## config.mk

```make
export PLATFORM = sky130hd
export DESIGN_NAME = rgb_led_sched
export DESIGN_NICKNAME = d
export VERILOG_FILES = /design/src/rtl/rgb_led_sched.sv
export SDC_FILE = /design/constraint.sdc
export NUM_CORES = 1
export LEC_CHECK = 0
export BUFFER_PORTS_ARGS = -buffer_cell sky130_fd_sc_hd__buf_2
export CORE_AREA = 2 2 70 72
export DETAILED_ROUTE_END_ITERATION = 10
export DIE_AREA = 0 0 72 74
export PLACE_DENSITY = 0.7
export SYNTH_ARGS = -nofsm -noshare
export SYNTH_HDL_FRONTEND = slang
export SYNTH_SLANG_ARGS = --single-unit
```

## constraint.sdc

```tcl
create_clock -name clk -period 4.6 [get_ports clk]
set_input_delay 0.46 -clock clk [delete_from_list [all_inputs] [get_ports clk]]
set_output_delay 0.46 -clock clk [all_outputs]
set_load 0.05 [all_outputs]
```

## src/rtl/rgb_led_sched.sv

```systemverilog
// rgb_led_sched: round-robin owner of the single board RGB LED.
// N requesters hold req high; each granted owner shows its colour for
// SLOT_TICKS prescaled ticks, then ownership rotates to the next index.
// Optional build macro: LED_BLINK_EN (honours the per-requester blink
// input; without it the owner's colour is shown steadily for the slot).
module rgb_led_sched #(
  parameter int N          = 3,
  parameter int TICK_DIV   = 2000000,
  parameter int SLOT_TICKS = 10
) (
  input  logic             clk,
  input  logic             rst_n,
  input  logic [N-1:0]     req,
  input  logic [3*N-1:0]   color,
  input  logic [N-1:0]     blink,
  output logic [N-1:0]     grant,
  output logic             done,
  output logic             busy,
  output logic             redled,
  output logic             greenled,
  output logic             blueled
);

  localparam int PW = $clog2(TICK_DIV);
  localparam int CW = $clog2(SLOT_TICKS + 1);
  localparam int IW = $clog2(N);

  localparam logic [PW-1:0] PRESC_LAST = PW'(TICK_DIV - 1);
  localparam logic [CW-1:0] CNT_LAST   = CW'(SLOT_TICKS - 1);
  localparam logic [IW-1:0] IDX_LAST   = IW'(N - 1);

  typedef enum logic [1:0] {
    IDLE = 2'd0,
    ARB  = 2'd1,
    SHOW = 2'd2
  } state_t;

  // Next requester index with an explicit wrap at N-1.
  function automatic logic [IW-1:0] idx_inc(input logic [IW-1:0] i);
    if (i == IDX_LAST) begin
      return '0;
    end else begin
      return i + IW'(1);
    end
  endfunction

  // One-hot vector for a requester index.
  function automatic logic [N-1:0] onehot(input logic [IW-1:0] i);
    logic [N-1:0] oh;
    oh = '0;
    for (int j = 0; j < N; j++) begin
      oh[j] = (IW'(j) == i);
    end
    return oh;
  endfunction

  // {r,g,b} triple of requester i from the packed colour bus.
  function automatic logic [2:0] color_of(input logic [3*N-1:0] cv,
                                          input logic [IW-1:0]  i);
    logic [2:0] c;
    c = 3'b000;
    for (int j = 0; j < N; j++) begin
      if (IW'(j) == i) begin
        c = cv[3*j +: 3];
      end else begin
        c = c;
      end
    end
    return c;
  endfunction

  state_t          state_r, state_nxt_s;
  logic [PW-1:0]   presc_r;
  logic            tick_s;
  logic [IW-1:0]   ptr_r, ptr_nxt_s;
  logic [IW-1:0]   own_r, own_nxt_s;
  logic [CW-1:0]   cnt_r, cnt_nxt_s;
  logic [N-1:0]    grant_r, grant_nxt_s;
  logic            done_r, done_nxt_s;
  logic            busy_r, busy_nxt_s;
  logic [2:0]      led_r, led_nxt_s;
  logic            phase_nxt_s;
  logic            found_s;
  logic [IW-1:0]   sel_s;
  logic [IW-1:0]   walk_s;

  // Free-running prescaler, wraps at TICK_DIV-1.
  always_ff @(posedge clk or negedge rst_n) begin
    if (!rst_n) begin
      presc_r <= '0;
    end else if (presc_r == PRESC_LAST) begin
      presc_r <= '0;
    end else begin
      presc_r <= presc_r + PW'(1);
    end
  end

  assign tick_s = (presc_r == PRESC_LAST);

  // Rotating-priority search: first requester at or after ptr.
  always_comb begin
    found_s = 1'b0;
    sel_s   = '0;
    walk_s  = ptr_r;
    for (int k = 0; k < N; k++) begin
      if (!found_s && req[walk_s]) begin
        found_s = 1'b1;
        sel_s   = walk_s;
      end else begin
        sel_s   = sel_s;
      end
      walk_s = idx_inc(walk_s);
    end
  end

`ifdef LED_BLINK_EN
  logic phase_r;

  // Blink phase: lit at grant, flips on each tick of a blinking owner.
  always_comb begin
    phase_nxt_s = phase_r;
    if (state_r == ARB) begin
      phase_nxt_s = 1'b1;
    end else if ((state_r == SHOW) && tick_s && blink[own_r]) begin
      phase_nxt_s = ~phase_r;
    end else begin
      phase_nxt_s = phase_r;
    end
  end

  // Blink phase register.
  always_ff @(posedge clk or negedge rst_n) begin
    if (!rst_n) begin
      phase_r <= 1'b1;
    end else begin
      phase_r <= phase_nxt_s;
    end
  end
`else
  logic unused_blink_s;

  // Steady display: the owner's colour is lit for the whole slot.
  assign phase_nxt_s    = 1'b1;
  assign unused_blink_s = ^blink;
`endif

  // State register of the IDLE/ARB/SHOW controller.
  always_ff @(posedge clk or negedge rst_n) begin
    if (!rst_n) begin
      state_r <= IDLE;
    end else begin
      state_r <= state_nxt_s;
    end
  end

  // Next state plus next values of every registered output.
  always_comb begin
    state_nxt_s = state_r;
    ptr_nxt_s   = ptr_r;
    own_nxt_s   = own_r;
    cnt_nxt_s   = cnt_r;
    grant_nxt_s = '0;
    done_nxt_s  = 1'b0;
    busy_nxt_s  = 1'b0;
    led_nxt_s   = 3'b000;
    case (state_r)
      IDLE: begin
        if (|req) begin
          state_nxt_s = ARB;
        end else begin
          state_nxt_s = IDLE;
        end
      end
      ARB: begin
        if (found_s) begin
          own_nxt_s   = sel_s;
          cnt_nxt_s   = '0;
          grant_nxt_s = onehot(sel_s);
          busy_nxt_s  = 1'b1;
          led_nxt_s   = color_of(color, sel_s) & {3{phase_nxt_s}};
          state_nxt_s = SHOW;
        end else begin
          state_nxt_s = IDLE;
        end
      end
      SHOW: begin
        if (!req[own_r]) begin
          // Owner let go: abandon wins over a coincident slot end.
          ptr_nxt_s   = idx_inc(own_r);
          state_nxt_s = ARB;
        end else if (tick_s && (cnt_r == CNT_LAST)) begin
          done_nxt_s  = 1'b1;
          ptr_nxt_s   = idx_inc(own_r);
          state_nxt_s = ARB;
        end else begin
          state_nxt_s = SHOW;
          grant_nxt_s = grant_r;
          busy_nxt_s  = 1'b1;
          led_nxt_s   = color_of(color, own_r) & {3{phase_nxt_s}};
          if (tick_s) begin
            cnt_nxt_s = cnt_r + CW'(1);
          end else begin
            cnt_nxt_s = cnt_r;
          end
        end
      end
      default: begin
        state_nxt_s = IDLE;
      end
    endcase
  end

  // Datapath and output registers.
  always_ff @(posedge clk or negedge rst_n) begin
    if (!rst_n) begin
      ptr_r   <= '0;
      own_r   <= '0;
      cnt_r   <= '0;
      grant_r <= '0;
      done_r  <= 1'b0;
      busy_r  <= 1'b0;
      led_r   <= 3'b000;
    end else begin
      ptr_r   <= ptr_nxt_s;
      own_r   <= own_nxt_s;
      cnt_r   <= cnt_nxt_s;
      grant_r <= grant_nxt_s;
      done_r  <= done_nxt_s;
      busy_r  <= busy_nxt_s;
      led_r   <= led_nxt_s;
    end
  end

  assign grant    = grant_r;
  assign done     = done_r;
  assign busy     = busy_r;
  assign redled   = led_r[2];
  assign greenled = led_r[1];
  assign blueled  = led_r[0];

endmodule

```

After elaboration in Yosys (flattened, before gate mapping)

Cells that the tools add are included.

Register bits after elaboration: 39

Add/sub/neg operators: 5
Order comparisons: 4
Equality and inequality tests: 17
Multiplexer cells: 51
Reduce and logical (&&, ||, !) cells: 13

Operators with widths:

| cell                    | count |
|---|---|
| $mux W3                 | 12 |
| $mux W2                 | 11 |
| $add A21 B1 Y21 const B | 1 |
| $eq A21 B21 Y1 const B  | 1 |
| $mux W21                | 1 |
| $mux W4                 | 4 |
| $mux W1                 | 14 |
| $lt A2 B3 Y1 const B    | 4 |
| $pmux W3 S2             | 2 |
| $bmux W1 S2             | 4 |
| $eq A2 B2 Y1 const B    | 4 |
| $ne A2 B2 Y1 const B    | 4 |
| $pmux W4 S2             | 1 |
| $add A2 B1 Y2 const B   | 3 |
| $logic_not A2 Y1        | 3 |
| $pmux W2 S3             | 1 |
| $reduce_and A5 Y1       | 1 |
| $add A4 B1 Y4 const B   | 1 |
| $eq A1 B2 Y1 const A    | 2 |
| $eq A2 B2 Y1 const A    | 2 |
| $eq A4 B4 Y1 const B    | 1 |
| $reduce_and A2 Y1       | 2 |
| $logic_and A1 B1 Y1     | 3 |
| $ne A3 B3 Y1 const B    | 1 |
| 6 further kinds         | 7 |

Logic depth before layout (Yosys ltp)

Gate-level depths: netlist of run 1.

Depth in word-level cells: 15
Depth in mapped cells: 7
Depth with buffers taken out: 7

Least setup slack after synthesis of run 1

Ideal clock, no wire load.

Path kind: register to register
From: register presc_r[11]
To: register ptr_r[0]
Setup time: 0.128 ns
Data arrival time: 1.881 ns
Setup slack: 2.592 ns
Cell stages (with the launch flop): 6
Cell sequence: dfrtp_1 -> or4b_4 -> nor4_4 -> nand2_1 -> a21boi_2 -> mux2_1

Longest elaborated chain between the ends: 4

RTL lines:

| what                               | line | text |
|---|---|---|
| start: declaration                 | 73   | `logic [PW-1:0] presc_r;` |
| start signal: assignment           | 94   | `presc_r <= presc_r + PW'(1);` |
| $eq A21 B21 Y1                     | 98   | `assign tick_s = (presc_r == PRESC_LAST);` |
| $logic_and A1 B1 Y1                | 191  | `end else if (tick_s && (cnt_r == CNT_LAST)) begin` |
| $ne A2 B1 Y1 (no source line)      | n/a  |  |
| $reduce_and A2 Y1 (no source line) | n/a  |  |
| end signal: assignment             | 224  | `ptr_r <= ptr_nxt_s;` |
| end: declaration                   | 75   | `logic [IW-1:0] ptr_r, ptr_nxt_s;` |

No other way between the ends.
A chain may end at the register's enable or synchronous reset.

Worst setup path in the final report of run 1

From: register presc_r[11]
To: register grant_r[1] (netlist: grant[1])

Longest elaborated chain between the ends: 3

RTL lines:

| what                          | line | text |
|---|---|---|
| $eq A21 B21 Y1                | 98   |  |
| $logic_and A1 B1 Y1           | 191  |  |
| $ne A3 B3 Y1 (no source line) | n/a  |  |
| end signal: assignment        | 227  | `grant_r <= grant_nxt_s;` |
| end: declaration              | 78   | `logic [N-1:0] grant_r, grant_nxt_s;` |

No other way between the ends.

==> impl_results.md, run 1 <==
* Max rail drop VDD at 0.249 mV
* Simple-gate share of the synthesized area at 25.4%
* Row count at 25
* CP max stage cell: or4b_4
* Sequential Power Share at 40.6%
* Max-cap viol count at 0
* Number of flops mapped to enable cells by yosys at 0
* Sequential share of the synthesized area at 44.3%
* Max Slew Vio Count at 0
* DRC Markers at 0
* WL final at 4.37 mm
* Crit path DAT at 2.37 ns
* CTS clock-pin slew for the worst setup and hold paths at 0.08 ns
* Tmin final at 2.19 ns
* Maximum clock insertion buffer count at 2
* Initial antenna violation count at 0
* WP data required at 4.78 ns
* Post-synthesis mux area share at 6.77%
* Layout net count at 266
* Io pins at 25
* Yosys cell types at 54
* NetSw at 403 uW
* Per-cell routed wire length at 14.7 um
* Grt ovf at 0
* Most frequent cells in the layout: dfrtp_1, buf_2, nor2_1, nand2_1, nand3_1
* Leakage at 0.00111 uW
* First-pass GRT wire length at 7.42 mm
* Gate Count Post-Synth at 219
* Total negative setup slack at 0 ns
* Commonest non-fill, non-tap cell in the layout: dfrtp_1
* Largest stage delay on the critical path at 0.56 ns
* Syn_nets at 243
* Gate power share at 35.1%
* Clk root buf: clkbuf_8
* First DRT Iteration DRCs at 81
* Status: finished clean
* Synth Area per Inst at 10.0 um2
* Hold Buf Count CTS at 0
* Die width at 72 um
* Synth Register Bits at 39
* Worst min path class: input pin to asynchronous set/reset pin
* Ys async rst share at 100%
* Core area at 4600 um2
* Clock Sinks at 39
* Starting Density at 47.9%
* Crit-path max FO at 8
* Number of global-route vias before repair at 1556
* IO Port Bufs at 21
* ANT cells at 0
* RSZ-0062 raised after global routing: no
* # Post-CTS Setup Buffers at 0
* Power Dens Cells at 433 nW/um2
* Sw Share at 37.8%
* Int Power at 664 uW
* Pin count of the biggest net entering global routing at 40
* Slew HR at 37.4%
* Synthesized-area fraction occupied by adder cells at 3.98%
* Layout cells sized above 1 at 18.9%
* Crit Path Class: flip-flop to flip-flop
* Crit path cell chain: or4b_4 -> nor4_4 -> nand2_1 -> nand3_2 -> mux2_2
* Layout area overhead at 11.8%
* Final hold vios at 0
* Gpl congestion at 0.848
* CP endpoint kind: flip-flop
* Warnings, synthesis at 0
* Post-CTS sizing at 0
* Post-Syn Area at 2200 um2
* Die area at 5330 um2
* Period utilization at 47.7%
* DIE HEIGHT at 74 um
* Worst slew pin tran at 0.931 ns
* TritonCTS clock tree: done
* Via count at 1662
* Post-detail-place hpwl at 3.13 mm
* Synth Area in XOR/XNOR at 5.97%
* DR vias/cell at 5.60
* Largest family of logic cells by synthesized area: simple AND/OR/NAND/NOR gates
* Ys flop type: dfrtp_1
* Htree depth at 2
* DR pass1 iterations at 4
* Detail Route Antenna Nets at 0
* Final setup fails at 0
* Final clock skew at 0.00703 ns
* Setup crit start kind: flip-flop
* Clock Latency Late Sink at 0.29 ns
* Fmax at 0.456 GHz
* CTS buffer count at 5
* Synth Area in Compound Gates at 11.5%
* End-of-flow core utilization at 53.5%
* All-Layer GR Usage at 18.0%
* Clock share of power at 24.3%
[layout make-up]
class                      instances  area, um2
inverter                           6       22.5
multi-input combinational        168       1180
timing repair buffer              22        113
tap                               54       67.6
sequential                        39        976
clock buffer                       7       96.3
clock inverter                     1       7.51
fill                             433       2140
[worst paths after layout]
kind	from	endpoint	slack, ns	cells after the start
max in group asynchronous	rst_n	cnt_r[1]	3.77	1
max	presc_r[11]	grant[1]	2.41	5
min reg2reg	presc_r[4]	presc_r[4]	0.50	1
max reg2reg	presc_r[11]	grant[1]	2.41	5
min in group clk	color[2]	led_r[2]	0.48	3
min	rst_n	cnt_r[3]	0.27	1
[worst max-delay path, delay by kind of cell (launching register included)]
family | cells | cell delay (ns)
flops | 1 | 0.46
mux | 1 | 0.37
simple gates | 4 | 1.24
[flip-flops by register name (all words and copies together), names as in the netlist]
name     count
presc_r     21
cnt_r        4
grant        3
led_r        3
own_r        2
ptr_r        2
state_r      2
busy         1
done         1
[cells in the mapped netlist, types with 4 or more instances]
master    count  area share [%]
dfrtp_1      39              44
nor2_1       19             3.2
nand2_1      18             3.1
nand3_1      14             3.2
o21ai_0      10             2.3
xnor2_1       9             3.6
ha_1          7             4.0
mux2i_1       7             3.2
nor2b_1       7             2.0
inv_1         6             1.0
xor2_1        6             2.4
clkbuf_1      5            0.85
mux2_2        5             2.6
nor3_1        5             1.1
nand4_1       4             1.1
[cell families after synthesis]
logic type,after synthesis
and+or+nand+nor,95
AOI/OAI and AO/OA,37
xor gates and xnor gates,15
buffers and inverters,12
DFF,39
muxes,14
adders and majority gates,7
[metrics by stage]
stage	setup slack [ns]	cells	hold WS [ns]	cell area [um2]	total power (uW)
final	2.41	297	0.272	2460	1070
after global routing	2.31	297	0.355	2460	1130
after CTS	2.40	297	0.311	2460	1080
after detailed placement	2.40	289	0.486	2360	813
after global placement	2.37	289	0.481	2360	808
after floorplan	2.59	219	0.164	2200	708
[routing by layer]
metal | up-vias | part of all wire [%] | track usage (%)
li1 | 836 | - | -
met1 | 802 | 51 | 25.0
met2 | 17 | 46 | 27.9
met3 | 7 | 2.0 | 4.20
met4 | 0 | 0.91 | 6.50
met5 | - | 0 | 0
[power by group through the flow]
| stage | Sequential [uW] | Combinational, uW | Clock [uW] |
|---|---|---|---|
| floorplan | 486 | 223 | 0 |
| global placement | 437 | 370 | 0 |
| detailed placement | 439 | 375 | 0 |
| CTS | 432 | 377 | 268 |
| global route | 442 | 408 | 278 |
| finish | 433 | 375 | 259 |
Power figures use the tool's default switching activity.
==> inputs of run 2 (changes only) <==
==> constraint.sdc (replaced) <==
create_clock -name clk -period 2.2 [get_ports clk]
set_input_delay 0.22 -clock clk [delete_from_list [all_inputs] [get_ports clk]]
set_output_delay 0.22 -clock clk [all_outputs]
set_load 0.05 [all_outputs]
==> impl_results.md, run 2 (same netlist as run 1, synthesis figures left out) <==
* Placed cell areas at 2420 um2 (+2.5%)
* ANT cells at 0 (unchanged)
* CTS buffer count at 5 (unchanged)
* IO Port Bufs at 21 (unchanged)
* Max rail drop VDD at 0.451 mV (+81%)
* Die area at 5330 um2 (unchanged)
* Htree depth at 2 (unchanged)
* Total negative setup slack at 0 ns (unchanged)
* Crit path cell chain: or4b_4 -> nor4_4 -> nand2_1 -> a21boi_2 -> mux2_1
* Maximum clock insertion buffer count at 2 (unchanged)
* Die width at 72 um (unchanged)
* Layout cells sized above 1 at 21.5% (+2.6 points)
* Post-detail-place hpwl at 3.16 mm (+1.1%)
* # Post-CTS Setup Buffers at 0 (unchanged)
* DRC Markers at 0 (unchanged)
* CTS clock-pin slew for the worst setup and hold paths at 0.07 ns (about the same)
* R2r setup slk at 0.12 ns (-2.28 ns)
* Crit Path Class: flip-flop to flip-flop
* Row count at 25 (unchanged)
* DR pass1 iterations at 5 (+1)
* Grt ovf at 0 (unchanged)
* Gpl congestion at 0.862 (+1.7%)
* First DRT Iteration DRCs at 101 (+25%)
* Clock Latency Late Sink at 0.28 ns (about the same)
* Worst min path class: input pin to asynchronous set/reset pin
* Most frequent cells in the layout: dfrtp_1, buf_2, nor2_1, nand2_1, nand3_1
* Starting Density at 47.9% (unchanged)
* Number of global-route vias before repair at 1582 (+1.7%)
* Largest register FFs at 21 (unchanged)
* Largest stage delay on the critical path at 0.57 ns (about the same)
* Worst slew pin tran at 0.873 ns (-0.0577 ns)
* Max-cap viol count at 0 (unchanged)
* All-Layer GR Usage at 17.7% (-0.34 points)
* Clock Sinks at 39 (unchanged)
* Final hold vios at 0 (unchanged)
* Commonest non-fill, non-tap cell in the layout: dfrtp_1
* Largest Register: presc_r
* Max Slew Vio Count at 0 (unchanged)
* Pin count of the biggest net entering global routing at 40 (unchanged)
* Setup crit start kind: flip-flop
* Reg2Reg Capture Point: ptr_r[1]
* RSZ-0062 raised after global routing: no
* Post-CTS sizing at 0 (unchanged)
* WP buf/inv at 0 (unchanged)
* TritonCTS clock tree: done
* DIE HEIGHT at 74 um (unchanged)
* Power Dens Cells at 904 nW/um2 (+110%)
* WP data required at 2.37 ns (-2.41 ns)
* Slew HR at 41.8% (+4.4 points)
* Period utilization at 94.3% (+47 points)
* WL final at 4.31 mm (-1.5%)
* Layout net count at 274 (+3.0%)
* Crit-path max FO at 4 (-4)
* Launch point of the worst reg-to-reg path: presc_r[9]
* Per-cell routed wire length at 14.1 um (-4.1%)
* CP delay by family, top: simple AND/OR/NAND/NOR gates
* Clk root buf: clkbuf_8
* Final setup fails at 0 (unchanged)
* Io pins at 25 (unchanged)
* Largest regs: presc_r (21), cnt_r (4)
* Final clock skew at 0.00510 ns (-0.00193 ns)
* Fillers at 424 (-2.1%)
* Layout area overhead at 15.2%
* Crit path DAT at 2.25 ns (-0.12 ns)
* Core area at 4600 um2 (unchanged)
* Leakage at 0.00116 uW (+4.8%)
* Tmin final at 2.08 ns (-0.116 ns)
* Fmax at 0.482 GHz (+5.6%)
* Initial antenna violation count at 0 (unchanged)
* CP endpoint kind: flip-flop
* DR vias/cell at 5.55 (-0.87%)
* Status: finished clean
* Via count at 1692 (+1.8%)
* R2r worst-path depth at 5 (unchanged)
* Hold Buf Count CTS at 0 (unchanged)
* CP max stage cell: or4b_4
* Final Cell Area at 2530 um2 (+3.0%)
* First-pass GRT wire length at 7.35 mm (-1.0%)
* Detail Route Antenna Nets at 0 (unchanged)
## run 2: cell count changes in the layout (fill, tap and decap cells not counted), sizes merged
cell	change
buf	+8
bufinv	+1
clkbuf	-1
clkinv	+1
clkinvlp	-1
## run 2: worst max-delay path by stage
| stage | depth (start not counted) | start | endpoint |
|---|---|---|---|
| after floorplan | 5 | presc_r[11] | ptr_r[0] |
| after global placement | 5 | presc_r[9] | ptr_r[0] |
| after detailed placement | 5 | presc_r[9] | ptr_r[0] |
| after CTS | 5 | presc_r[9] | ptr_r[0] |
| after global routing | 6 | presc_r[9] | cnt_r[1] |
| final | 5 | presc_r[9] | ptr_r[1] |
## run 2: routing by layer
metal	part of all wire (%)	global-route usage, %	vias up	wire length (um)
li1	-	-	852	-
met5	0	0	-	0
met3	2.4	4.07	4	103
met2	44	26.6	21	1900
met1	52	25.7	815	2250
met4	1.2	5.24	0	53
## run 2: per-stage QoR
| step | utilization [%] | hold WS, ns | total power [uW] | setup WS, ns | cells |
|---|---|---|---|---|---|
| 2_1_floorplan | - | -0.0756 | 1480 | 0.192 | 219 |
| 3_3_place_gp | 52.6 | 0.378 | 1680 | 0.147 | 297 |
| 3_5_place_dp | 52.6 | 0.384 | 1690 | 0.124 | 297 |
| 4_1_cts | 55.1 | 0.0825 | 2310 | 0.102 | 305 |
| 5_1_grt | 55.1 | 0.130 | 2440 | 0.0243 | 305 |
| 6_report | 55.1 | 0.0520 | 2290 | 0.124 | 305 |
## run 2: worst register-to-register path: cells and delay by family, from the launching register on
| kind | cells | cell delay (ns) |
|---|---|---|
| and+or+nand+nor | 3 | 0.96 |
| DFF | 1 | 0.42 |
| muxes | 1 | 0.34 |
| AOI/OAI and AO/OA | 1 | 0.25 |
## run 2: cell type report
class	count	area [um2]	share of cell area, %
flip-flops and latches	39	976	38.5
inverters	6	22.5	0.888
repair buffers	30	173	6.81
clock inverters	2	35.0	1.38
well taps	54	67.6	2.67
multi-input cells	168	1180	46.5
clock buffers	6	82.6	3.26
## run 2: report_power, final
part | internal, uW | total, uW | leakage, uW | switching, uW
clock network | 367 | 607 | 0.0000612 | 240
registers | 806 | 901 | 0.000520 | 94.9
logic | 296 | 785 | 0.000582 | 488
==> inputs of run 3 (changes only) <==
--- a/config.mk
+++ b/config.mk
@@ -6,10 +6,11 @@
 export NUM_CORES = 1
 export LEC_CHECK = 0
 export BUFFER_PORTS_ARGS = -buffer_cell sky130_fd_sc_hd__buf_2
-export CORE_AREA = 2 2 70 72
+export CORE_AREA = 2 2 73 68
 export DETAILED_ROUTE_END_ITERATION = 10
-export DIE_AREA = 0 0 72 74
-export PLACE_DENSITY = 0.7
+export DIE_AREA = 0 0 75 70
+export MAX_ROUTING_LAYER = met4
+export PLACE_DENSITY = 0.71
 export SYNTH_ARGS = -nofsm -noshare
 export SYNTH_HDL_FRONTEND = slang
 export SYNTH_SLANG_ARGS = --single-unit
==> impl_results.md, run 3 (same netlist as run 1, synthesis figures left out) <==
* Status: finished clean
* Worst slew pin tran at 0.884 ns (+0.0108 ns)
* Largest stage delay on the critical path at 0.57 ns (about the same)
* Most frequent cells in the layout: dfrtp_1, buf_2, nor2_1, nand2_1, nand3_1
* Commonest non-fill, non-tap cell in the layout: dfrtp_1
* Final hold vios at 0 (unchanged)
* ANT cells at 0 (unchanged)
* Layout area overhead at 15.5%
* Register area at 976 um2 (unchanged)
* Total negative setup slack at 0 ns (unchanged)
* Clock Sinks at 39 (unchanged)
* CP endpoint kind: flip-flop
* Period utilization at 93.6% (-0.77 points)
* IO Port Bufs at 21 (unchanged)
* Max-cap viol count at 0 (unchanged)
* Starting Density at 47.9% (about the same)
* Layout cells sized above 1 at 22.1% (+0.62 points)
* CTS buffer count at 5 (unchanged)
* DRC Markers at 0 (unchanged)
* RSZ-0062 raised after global routing: no
* DR vias/cell at 5.42 (-2.3%)
* Power Dens Cells at 868 nW/um2 (-4.0%)
* Gpl congestion at 0.818 (-5.2%)
* Setup crit start kind: flip-flop
* Post-detail-place hpwl at 3.22 mm (+2.0%)
* Largest register FFs at 21 (unchanged)
* WP data required at 2.37 ns (about the same)
* CP max stage cell: or4bb_1
* Multi-input gate area at 1180 um2 (unchanged)
* Clock Latency Late Sink at 0.29 ns (about the same)
* Io pins at 25 (unchanged)
* Tot Pwr at 2210 uW (-3.7%)
* Final clock skew at 0.00907 ns (+0.00396 ns)
* Leakage at 0.00116 uW (about the same)
* DIE HEIGHT at 70 um (-5.4%)
* Met2 Use GR at 27.7% (+1.0 points)
* Die width at 75 um (+4.2%)
* Largest Register: presc_r
* Met3 usage at 3.46% (-0.60 points)
* Tmin final at 2.06 ns (-0.0170 ns)
* Layout net count at 277 (+1.1%)
* Final setup fails at 0 (unchanged)
* Crit-path max FO at 5 (+1)
* Per-cell routed wire length at 13.8 um (-2.2%)
* All-Layer GR Usage at 19.2% (+1.5 points)
* TritonCTS clock tree: done
* Via count at 1723 (+1.8%)
* Crit path DAT at 2.23 ns (-0.02 ns)
* First-pass GRT wire length at 7.53 mm (+2.5%)
* Grt ovf at 0 (unchanged)
* Row count at 24 (-4.0%)
* Fillers at 439 (+3.5%)
* Crit path cell chain: or4bb_1 -> nor4_4 -> nand2_1 -> a21boi_2 -> mux2_1
* Global-route met1 utilization at 26.1% (+0.37 points)
* Die area at 5250 um2 (-1.5%)
* Maximum clock insertion buffer count at 2 (unchanged)
* Max Slew Vio Count at 0 (unchanged)
* Placed insts at 310 (+4.4%)
* Worst min path class: input pin to asynchronous set/reset pin
* Slew HR at 41.1% (-0.72 points)
* Clk root buf: clkbuf_8
* Detail Route Antenna Nets at 0 (unchanged)
* CTS clock-pin slew for the worst setup and hold paths at 0.08 ns (about the same)
* Max rail drop VDD at 0.372 mV (-17%)
* WL final at 4.39 mm (+1.9%)
* Final Non-Filler Cells at 318 (+4.3%)
* Pin count of the biggest net entering global routing at 40 (unchanged)
* Largest regs: presc_r (21), cnt_r (4)
* Min Hold Slack at 0.0464 ns (-0.00559 ns)
* Number of global-route vias before repair at 1661 (+5.0%)
* Hold Buf Count CTS at 0 (unchanged)
* First DRT Iteration DRCs at 48 (-52%)
* Initial antenna violation count at 0 (unchanged)
* Fmax at 0.486 GHz (+0.83%)
* DR pass1 iterations at 4 (-1)
* Crit Path Class: flip-flop to flip-flop
* Layer with the highest usage: met2
* Core area at 4590 um2 (about the same)
* Htree depth at 2 (unchanged)
run 3: changes by cell type in the layout (fill, tap and decap cells not counted), sizes merged:
cell    previous run  this run
buf               30        33
bufinv             1         0
run 3: worst paths after layout:
check	start	end	slack, ns	depth (start not counted)
max	presc_r[8]	ptr_r[1]	0.14	5
min	rst_n	presc_r[2]	0.05	1
max reg2reg	presc_r[8]	ptr_r[1]	0.14	5
min reg2reg	presc_r[4]	presc_r[4]	0.50	1
max in group asynchronous	rst_n	presc_r[19]	1.60	1
min in group clk	color[2]	led_r[2]	0.24	3
run 3: cell type report:
class,instances,area share [%]
clock buffer,6,3.25
sequential,39,38.4
clock inverter,1,0.197
timing repair buffer,33,7.68
multi-input combinational,168,46.4
inverter,6,0.886
tap,65,3.20
run 3: what timing repair did:
item	in CTS	in global routing
setup endpoints to repair	0	2
buffers inserted	0	1
resized for setup	0	0
run 3: worst max-delay path, delay by kind of cell, from the launching register on:
family | cells | cell delay [ns]
and+or+nand+nor | 3 | 0.92
DFF | 1 | 0.44
muxes | 1 | 0.34
AOI/OAI and AO/OA | 1 | 0.24
run 3: through the flow:
stage | setup slack, ns | utilization [%] | instance area [um2]
finish | 0.141 | 55.3 | 2540
global route | 0.0279 | 55.3 | 2540
CTS | 0.0951 | 55.1 | 2530
detailed placement | 0.123 | 53.2 | 2450
global placement | 0.141 | 53.2 | 2450
floorplan | 0.192 | - | 2200
run 3: routing by layer:
metal / vias to the layer above / routed length, um
met2: 20 / 2060
met1: 843 / 2140
li1: 854 / -
met4: 0 / 61
met3: 6 / 127
met5: - / 0
run 3: where the power goes:
| group | total [uW] | internal [uW] | leakage (uW) | switching [uW] |
|---|---|---|---|---|
| clock network | 489 | 246 | 0.0000470 | 243 |
| registers | 902 | 806 | 0.000520 | 96.2 |
| logic | 815 | 322 | 0.000595 | 492 |
